===== config.mk =====
export PLATFORM = sky130hd
export DESIGN_NAME = pll_dda_seq
export DESIGN_NICKNAME = d
export VERILOG_FILES = /design/src/rtl/pll_dda_seq.sv
export SDC_FILE = /design/constraint.sdc
export NUM_CORES = 1
export LEC_CHECK = 0
export ABC_AREA = 1
export CORE_MARGIN = 2
export CORE_UTILIZATION = 58
export CTS_CLUSTER_DIAMETER = 80
export DETAILED_ROUTE_END_ITERATION = 8
export PLACE_DENSITY = 0.84
export SYNTH_ARGS = -nofsm -noshare
export SYNTH_HDL_FRONTEND = slang
export SYNTH_SLANG_ARGS = --single-unit
export TNS_END_PERCENT = 30

===== constraint.sdc =====
create_clock -name CLKINB_DEL -period 2.8 [get_ports CLKINB_DEL]
set_input_delay 0.56 -clock CLKINB_DEL [delete_from_list [all_inputs] [get_ports CLKINB_DEL]]
set_output_delay 0.56 -clock CLKINB_DEL [all_outputs]
set_load 0.03 [all_outputs]

===== src/rtl/pll_dda_seq.sv =====
// PLL dynamic-delay-adjust sequencer: applies a signed delay step, holds for settling, then waits for lock.
// Define PLL_DDA_TIMEOUT_EN to bound the lock wait by LOCK_TIMEOUT cycles (ACK with ERR on expiry).
module pll_dda_seq #(
   parameter int SETTLE_CYC   = 4,
   parameter int LOCK_TIMEOUT = 1024
) (
   input  logic       CLKINB_DEL,
   input  logic       RSTB,
   input  logic       REQ,
   input  logic [4:0] REQ_STEP,
   input  logic       PLL_LOCK,
   output logic       ACK,
   output logic       ERR,
   output logic       BUSY,
   output logic [4:0] CUR_STEP,
   output logic       DDAMODE,
   output logic       DDAIZR,
   output logic       DDAILAG,
   output logic [2:0] DDAIDEL
);

   // One counter serves the settle hold and, when enabled, the lock timeout.
   localparam int CNT_MAX = (LOCK_TIMEOUT > SETTLE_CYC) ? LOCK_TIMEOUT : SETTLE_CYC;
   localparam int CNT_W   = $clog2(CNT_MAX + 1);
   localparam logic [CNT_W-1:0] SETTLE_LAST = CNT_W'(SETTLE_CYC - 1);
`ifdef PLL_DDA_TIMEOUT_EN
   localparam logic [CNT_W-1:0] TIMEOUT_LAST = CNT_W'(LOCK_TIMEOUT - 1);
`endif

   typedef enum logic [1:0] {IDLE, SETTLE, WAIT_LOCK} state_t;

   state_t           state_reg, state_next;
   logic [CNT_W-1:0] cnt_reg, cnt_next;
   logic             lock_meta_reg, lock_sync_reg;
   logic             ack_reg, ack_next;
   logic             err_reg, err_next;
   logic             busy_reg, busy_next;
   logic [4:0]       cur_step_reg, cur_step_next;
   logic             ddamode_reg, ddamode_next;
   logic             ddaizr_reg, ddaizr_next;
   logic             ddailag_reg, ddailag_next;
   logic [2:0]       ddaidel_reg, ddaidel_next;
   logic [4:0]       step_mag;
   logic             step_legal;

   always_ff @(posedge CLKINB_DEL or posedge RSTB) begin
      if (RSTB) begin
         lock_meta_reg <= 1'b0;
         lock_sync_reg <= 1'b0;
      end else begin
         lock_meta_reg <= PLL_LOCK;
         lock_sync_reg <= lock_meta_reg;
      end
   end

   // Magnitude of the two's complement request; -16 maps to 16 and is rejected.
   always_comb begin
      step_mag   = REQ_STEP[4] ? (5'd0 - REQ_STEP) : REQ_STEP;
      step_legal = (step_mag <= 5'd8);
   end

   always_comb begin
      state_next    = state_reg;
      cnt_next      = cnt_reg;
      ack_next      = 1'b0;
      err_next      = 1'b0;
      busy_next     = busy_reg;
      cur_step_next = cur_step_reg;
      ddamode_next  = ddamode_reg;
      ddaizr_next   = ddaizr_reg;
      ddailag_next  = ddailag_reg;
      ddaidel_next  = ddaidel_reg;
      case (state_reg)
         IDLE: begin
            // The ACK cycle itself never samples REQ, so ACK stays one cycle wide.
            if (REQ && !ack_reg) begin
               if (!step_legal) begin
                  ack_next = 1'b1;
                  err_next = 1'b1;
               end else if (REQ_STEP == cur_step_reg) begin
                  ack_next = 1'b1;
               end else begin
                  cur_step_next = REQ_STEP;
                  ddamode_next  = 1'b1;
                  ddaizr_next   = (step_mag == 5'd0);
                  ddailag_next  = REQ_STEP[4];
                  ddaidel_next  = (step_mag == 5'd0) ? 3'd0 : (step_mag[2:0] - 3'd1);
                  busy_next     = 1'b1;
                  cnt_next      = '0;
                  state_next    = SETTLE;
               end
            end
         end
         SETTLE: begin
            if (cnt_reg == SETTLE_LAST) begin
               cnt_next   = '0;
               state_next = WAIT_LOCK;
            end else begin
               cnt_next = cnt_reg + 1'b1;
            end
         end
         WAIT_LOCK: begin
            if (lock_sync_reg) begin
               ack_next   = 1'b1;
               busy_next  = 1'b0;
               state_next = IDLE;
            end
`ifdef PLL_DDA_TIMEOUT_EN
            else if (cnt_reg == TIMEOUT_LAST) begin
               ack_next   = 1'b1;
               err_next   = 1'b1;
               busy_next  = 1'b0;
               cnt_next   = '0;
               state_next = IDLE;
            end else begin
               cnt_next = cnt_reg + 1'b1;
            end
`endif
         end
         default: begin
            busy_next  = 1'b0;
            state_next = IDLE;
         end
      endcase
   end

   always_ff @(posedge CLKINB_DEL or posedge RSTB) begin
      if (RSTB) begin
         state_reg    <= IDLE;
         cnt_reg      <= '0;
         ack_reg      <= 1'b0;
         err_reg      <= 1'b0;
         busy_reg     <= 1'b0;
         cur_step_reg <= 5'd0;
         ddamode_reg  <= 1'b0;
         ddaizr_reg   <= 1'b1;
         ddailag_reg  <= 1'b0;
         ddaidel_reg  <= 3'd0;
      end else begin
         state_reg    <= state_next;
         cnt_reg      <= cnt_next;
         ack_reg      <= ack_next;
         err_reg      <= err_next;
         busy_reg     <= busy_next;
         cur_step_reg <= cur_step_next;
         ddamode_reg  <= ddamode_next;
         ddaizr_reg   <= ddaizr_next;
         ddailag_reg  <= ddailag_next;
         ddaidel_reg  <= ddaidel_next;
      end
   end

   assign ACK      = ack_reg;
   assign ERR      = err_reg;
   assign BUSY     = busy_reg;
   assign CUR_STEP = cur_step_reg;
   assign DDAMODE  = ddamode_reg;
   assign DDAIZR   = ddaizr_reg;
   assign DDAILAG  = ddailag_reg;
   assign DDAIDEL  = ddaidel_reg;

endmodule


* Word level (Yosys, flattened, before mapping) *
Cells that the tools add are included.

operators by class
  reduce and logical (&&, ||, !) cells = 9
  bitwise gates (word level) = 2
  muxes and demuxes = 26
  magnitude comparators = 1
  equality and inequality tests = 9
  add/subtract/negate cells = 3

operator list
  cell                   number
  $mux 11                4
  $pmux 11 s2            1
  $add 11x1->11 const B  1
  $eq 11x2->1 const B    1
  $mux 1                 11
  $mux 2                 5
  $ne 2x2->1 const B     5
  $reduce_and 5->1       2
  $reduce_and 4->1       2
  $pmux 2 s3             1
  $eq 5x5->1             1
  $le 5x4->1 const B     1
  $logic_not 5->1        1
  $mux 5                 1
  $sub 1x5->5 const A    1
  $mux 3                 1
  $pmux 1 s3             1
  $sub 3x1->3 const B    1
  $eq 2x1->1 const B     1
  $eq 2x2->1 const B     1
  $logic_not 2->1        1
  $not 1->1              2
  $pmux 1 s2             1
  $reduce_bool 2->1      1
  2 further kinds        2

storage, ports and cells
  bits in registers = 29
  input port bits = 9
  output and inout bits = 14
  word-level logic and storage cells = 62

* Logic depth before layout (Yosys ltp) *
  word-level depth = 6
  depth in mapped cells = 13
  depth with buffers taken out = 12

* Worst setup path before layout *
No wires, ideal clock.

  kind = input -> register
  start = input port REQ_STEP[0]
  end = register cur_step_reg[0] (netlist: CUR_STEP[0])
  setup time = 121 ps
  setup slack = 975 ps
  arrival time = 1,704 ps
  required time = 2,679 ps
  path buffers = 1
  cell stages on the path = 11
  path through = inv_1 > ha_1 > nor2_2 > nand2_2 > nand2_2 > nand3_2 > a21oi_2 > nand2_2 > buf_6 > nand2_1 > o21ai_2

between the ends
  cells in the longest elaborated chain, start to end = 4
  elaborated cells between the ends (all ways) = 6
  classes of those cells = 1 x add/sub; 1 x order compare; 1 x eq/ne; 1 x mux; 1 x bitwise; 1 x reduce/logical

ends and longest elaborated chain
  element                            line  text
  start, declared                    10    input logic [4:0] REQ_STEP,
  $sub 1x5->5                        58    step_mag = REQ_STEP[4] ? (5'd0 - REQ_STEP) : REQ_STEP;
  $mux 5                             58
  $le 5x4->1                         59    step_legal = (step_mag <= 5'd8);
  $reduce_and 4->1 (no source line)  n/a
  end signal, assigned               145   cur_step_reg <= cur_step_next;
  end, declared                      38    logic [4:0] cur_step_reg, cur_step_next;

Parallel ways exist; a longest one is shown, timed or not.
A chain may end at the register's enable or synchronous reset.

* Worst setup path after layout *
  start = input port REQ_STEP[0]
  end = register cnt_reg[0]

between the ends
  cells in the longest elaborated chain, start to end = 5
  elaborated cells between the ends (all ways) = 7
  classes of those cells = 1 x add/sub; 1 x order compare; 3 x eq/ne; 1 x mux; 1 x reduce/logical

ends and longest elaborated chain
  element                                line  text
  $sub 1x5->5                            58
  $mux 5                                 58
  $le 5x4->1                             59
  $ne 2x2->1 (no source line)            n/a
  $reduce_and 4->1 (no source line) (*)  n/a
  end signal, assigned                   141   cnt_reg <= cnt_next;
  end, declared                          33    logic [CNT_W-1:0] cnt_reg, cnt_next;

Mark *: on every way between the ends. The rest lies on a longest branch, timed or not.

==> impl_metrics.json <==
{
  "cts_tree": "done",
  "synth_top_family_by_area": "simple AND/OR/NAND/NOR gates",
  "dr.first_iter.drc_count": 44,
  "antennaDiodeCount": 0,
  "synth_simple_gate_area_frac": 0.356,
  "path_common_cell": "nand2_2",
  "cp_top_family": "simple AND/OR/NAND/NOR gates",
  "rsz0062_at_grt": "false",
  "largest_reg_flops": 11,
  "route.vias.total": 1346,
  "cts-resized-gates": 0,
  "start_util": 0.610,
  "peakVddDrop_v": 0.000740,
  "hpwl_um": 2370,
  "synth_xor_area_frac": 0.0156,
  "grt_first_pass_wirelength_um": 5440,
  "grt_max_degree": 29,
  "post-cts-setup-buffers": 0,
  "critPathMaxStageDelay_ns": 0.51,
  "intPower_mw": 0.857,
  "ys_warn_count": 0,
  "setup_ws_ns": 0.578,
  "fin_area_mm2": 0.00194,
  "r2r_start": "cnt_reg[0]",
  "slew_viol_final": 0,
  "worstHoldStart": "lock_meta_reg",
  "worstPathCellList": "clkdlybuf4s50_1 > inv_1 > ha_1 > nor2_2 > nand2_2 > nand2_2 > nand3_2 > nand2_1 > nand2_1 > nand2_2 > nand2_2 > nand2_1 > o21ai_1",
  "drive_gt1_frac": 0.267,
  "vias_per_cell": 5.12,
  "pwr-share-clk": 0.110,
  "coreArea_mm2": 0.00276,
  "powerDensity_mw_per_mm2": 797,
  "power_frac_seq": 0.395,
  "syn_to_final_growth_pct": 15.2,
  "worstPathArrival_ns": 2.45,
  "syn_nets": 220,
  "place_ws_ns": 0.245,
  "synth_adder_area_share": 0.0223,
  "crit_path_end_kind": "flop",
  "avgSynthCellArea_um2": 8.08,
  "cts_sinks": 28,
  "path_clk_slew_ns": 0.15,
  "period_share": 0.794,
  "io_buffers": 22,
  "clk_latency_ns": 0.32,
  "syn_inst": 208,
  "setup_violations": 0,
  "status": "finished, final reports clean",
  "worst-endpoint-required_ns": 3.03,
  "die_area_mm2": 0.00335,
  "wl_um": 3170,
  "grt_pass1_vias": 1216,
  "ys_types": 30,
  "path_class": "primary input to flop",
  "place_congestion": 0.845,
  "antenna_left": 0,
  "post-route-drc-count": 0,
  "fin_crit_ns": 2.22,
  "holdBufCountCts": 0,
  "cts.path.max_buffers": 2,
  "ys_ff_latch": 28,
  "htree_levels": 1,
  "die_y_um": 57.8,
  "final.setup.tns_ns": 0,
  "crit_buf_inv": 2,
  "io_pins": 23,
  "p_comb_frac": 0.496,
  "final_cells": 263,
  "maxCapViolations": 0,
  "p_leak_nw": 0.950,
  "final_common_cell": "nand2_1",
  "worst_slew_pin_slew_ns": 0.439,
  "layout.nets": 245,
  "final_cell_mix": "nand2_1 (42), nand2_2 (29), dfrtp_1 (27)",
  "overflow": 0,
  "die_w_um": 57.8,
  "syn_area_mm2": 0.00168,
  "fmax_mhz": 450,
  "track_usage": 0.207,
  "cp_slowest_cell": "clkdlybuf4s50_1",
  "final_util": 0.702,
  "muxShareOfSynthArea": 0,
  "hold_class": "flop to flop",
  "maxSlewHeadroom": 0.707,
  "synth-compound-area-share": 0.0952,
  "rows": 19,
  "startpoint": "REQ_STEP[0]",
  "clock_skew_ns": 0.0128,
  "dpl_cell_area_mm2": 0.00191,
  "synth_seq_area_share": 0.417,
  "dpl.cell_count": 259,
  "wire_per_inst_um": 12.0,
  "power.switching_mw": 0.687,
  "clockRootBuffer": "clkbuf_4",
  "cp-start-kind": "primary input",
  "reg2reg_slack_ns": 1.18,
  "first_pass_iters": 4,
  "antenna_found_initial": 0,
  "switching_share": 0.445,
  "worstPathMaxFanout": 11,
  "cts_buffers": 3,
  "hold_violations": 0
}
-- final timing paths --
kind,to,depth (start not counted)
worst min register to register,lock_sync_reg,0
min in group asynchronous,lock_meta_reg,3
worst min-delay path,lock_sync_reg,0
worst max register to register,cnt_reg[10],9
worst max-delay path,cnt_reg[0],13
max in group asynchronous,DDAIZR,3
-- stage by stage --
step	hold WS (ns)	power, mW
final	0.408	1.54
after global routing	0.440	1.65
after CTS	0.407	1.55
after detailed placement	0.359	1.38
after global placement	0.333	1.36
after floorplan	0.331	1.17
-- power groups by stage --
| stage | logic [mW] | clock network, mW | registers (mW) |
|---|---|---|---|
| 3_5_place_dp | 0.768 | 0 | 0.614 |
| 3_3_place_gp | 0.753 | 0 | 0.612 |
| 6_report | 0.765 | 0.169 | 0.609 |
| 4_1_cts | 0.770 | 0.178 | 0.606 |
| 5_1_grt | 0.842 | 0.188 | 0.621 |
| 2_1_floorplan | 0.435 | 0 | 0.733 |
-- worst reg2reg max path: stages (launching register included) --
cell	delay, ns
dfrtp_1	0.45
ha_1	0.25
nand3_1	0.12
nor2_1	0.14
nand3_1	0.13
nor2_2	0.13
inv_2	0.04
o21bai_1	0.11
nand3_1	0.10
nand2_2	0.10
-- cells by family after synthesis --
kind of cell               after synthesis
AOI/OAI and AO/OA                       22
buffers and inverters                   32
xor gates and xnor gates                 3
DFF                                     28
and+or+nand+nor                        120
adders and majority gates                3
-- cell usage after synthesis, drive strengths merged --
cell,n,area [um2]
o21ai,15,113
o32ai,1,8.76
nor4,1,6.26
nor2,17,73.8
nor3,2,15.0
dfrtp,27,676
nand3,21,115
or2,3,18.8
a21oi,4,23.8
nand4,5,31.3
xnor2,1,8.76
o21bai,1,7.51
ha,3,37.5
a21boi,1,7.51
inv,27,104
xor2,2,17.5
nand2,71,339
buf,5,52.6
dfstp,1,26.3
-- per-layer routing --
metal / global-route usage / vias up / share of wire
li1: - / 707 / -
met1: 0.306 / 614 / 0.52
met2: 0.331 / 23 / 0.45
met3: 0.0201 / 2 / 0.029
met4: 0.0498 / 0 / 0.0060
met5: 0 / - / 0
-- cell type report --
cell class	count	area, um2
Multi-Input combinational cell	148	823
Fill cell	220	821
Clock buffer	4	26.3
Sequential cell	28	702
Tap cell	31	38.8
Inverter	27	104
Timing Repair Buffer	25	243
Power figures use the tool's default switching activity.
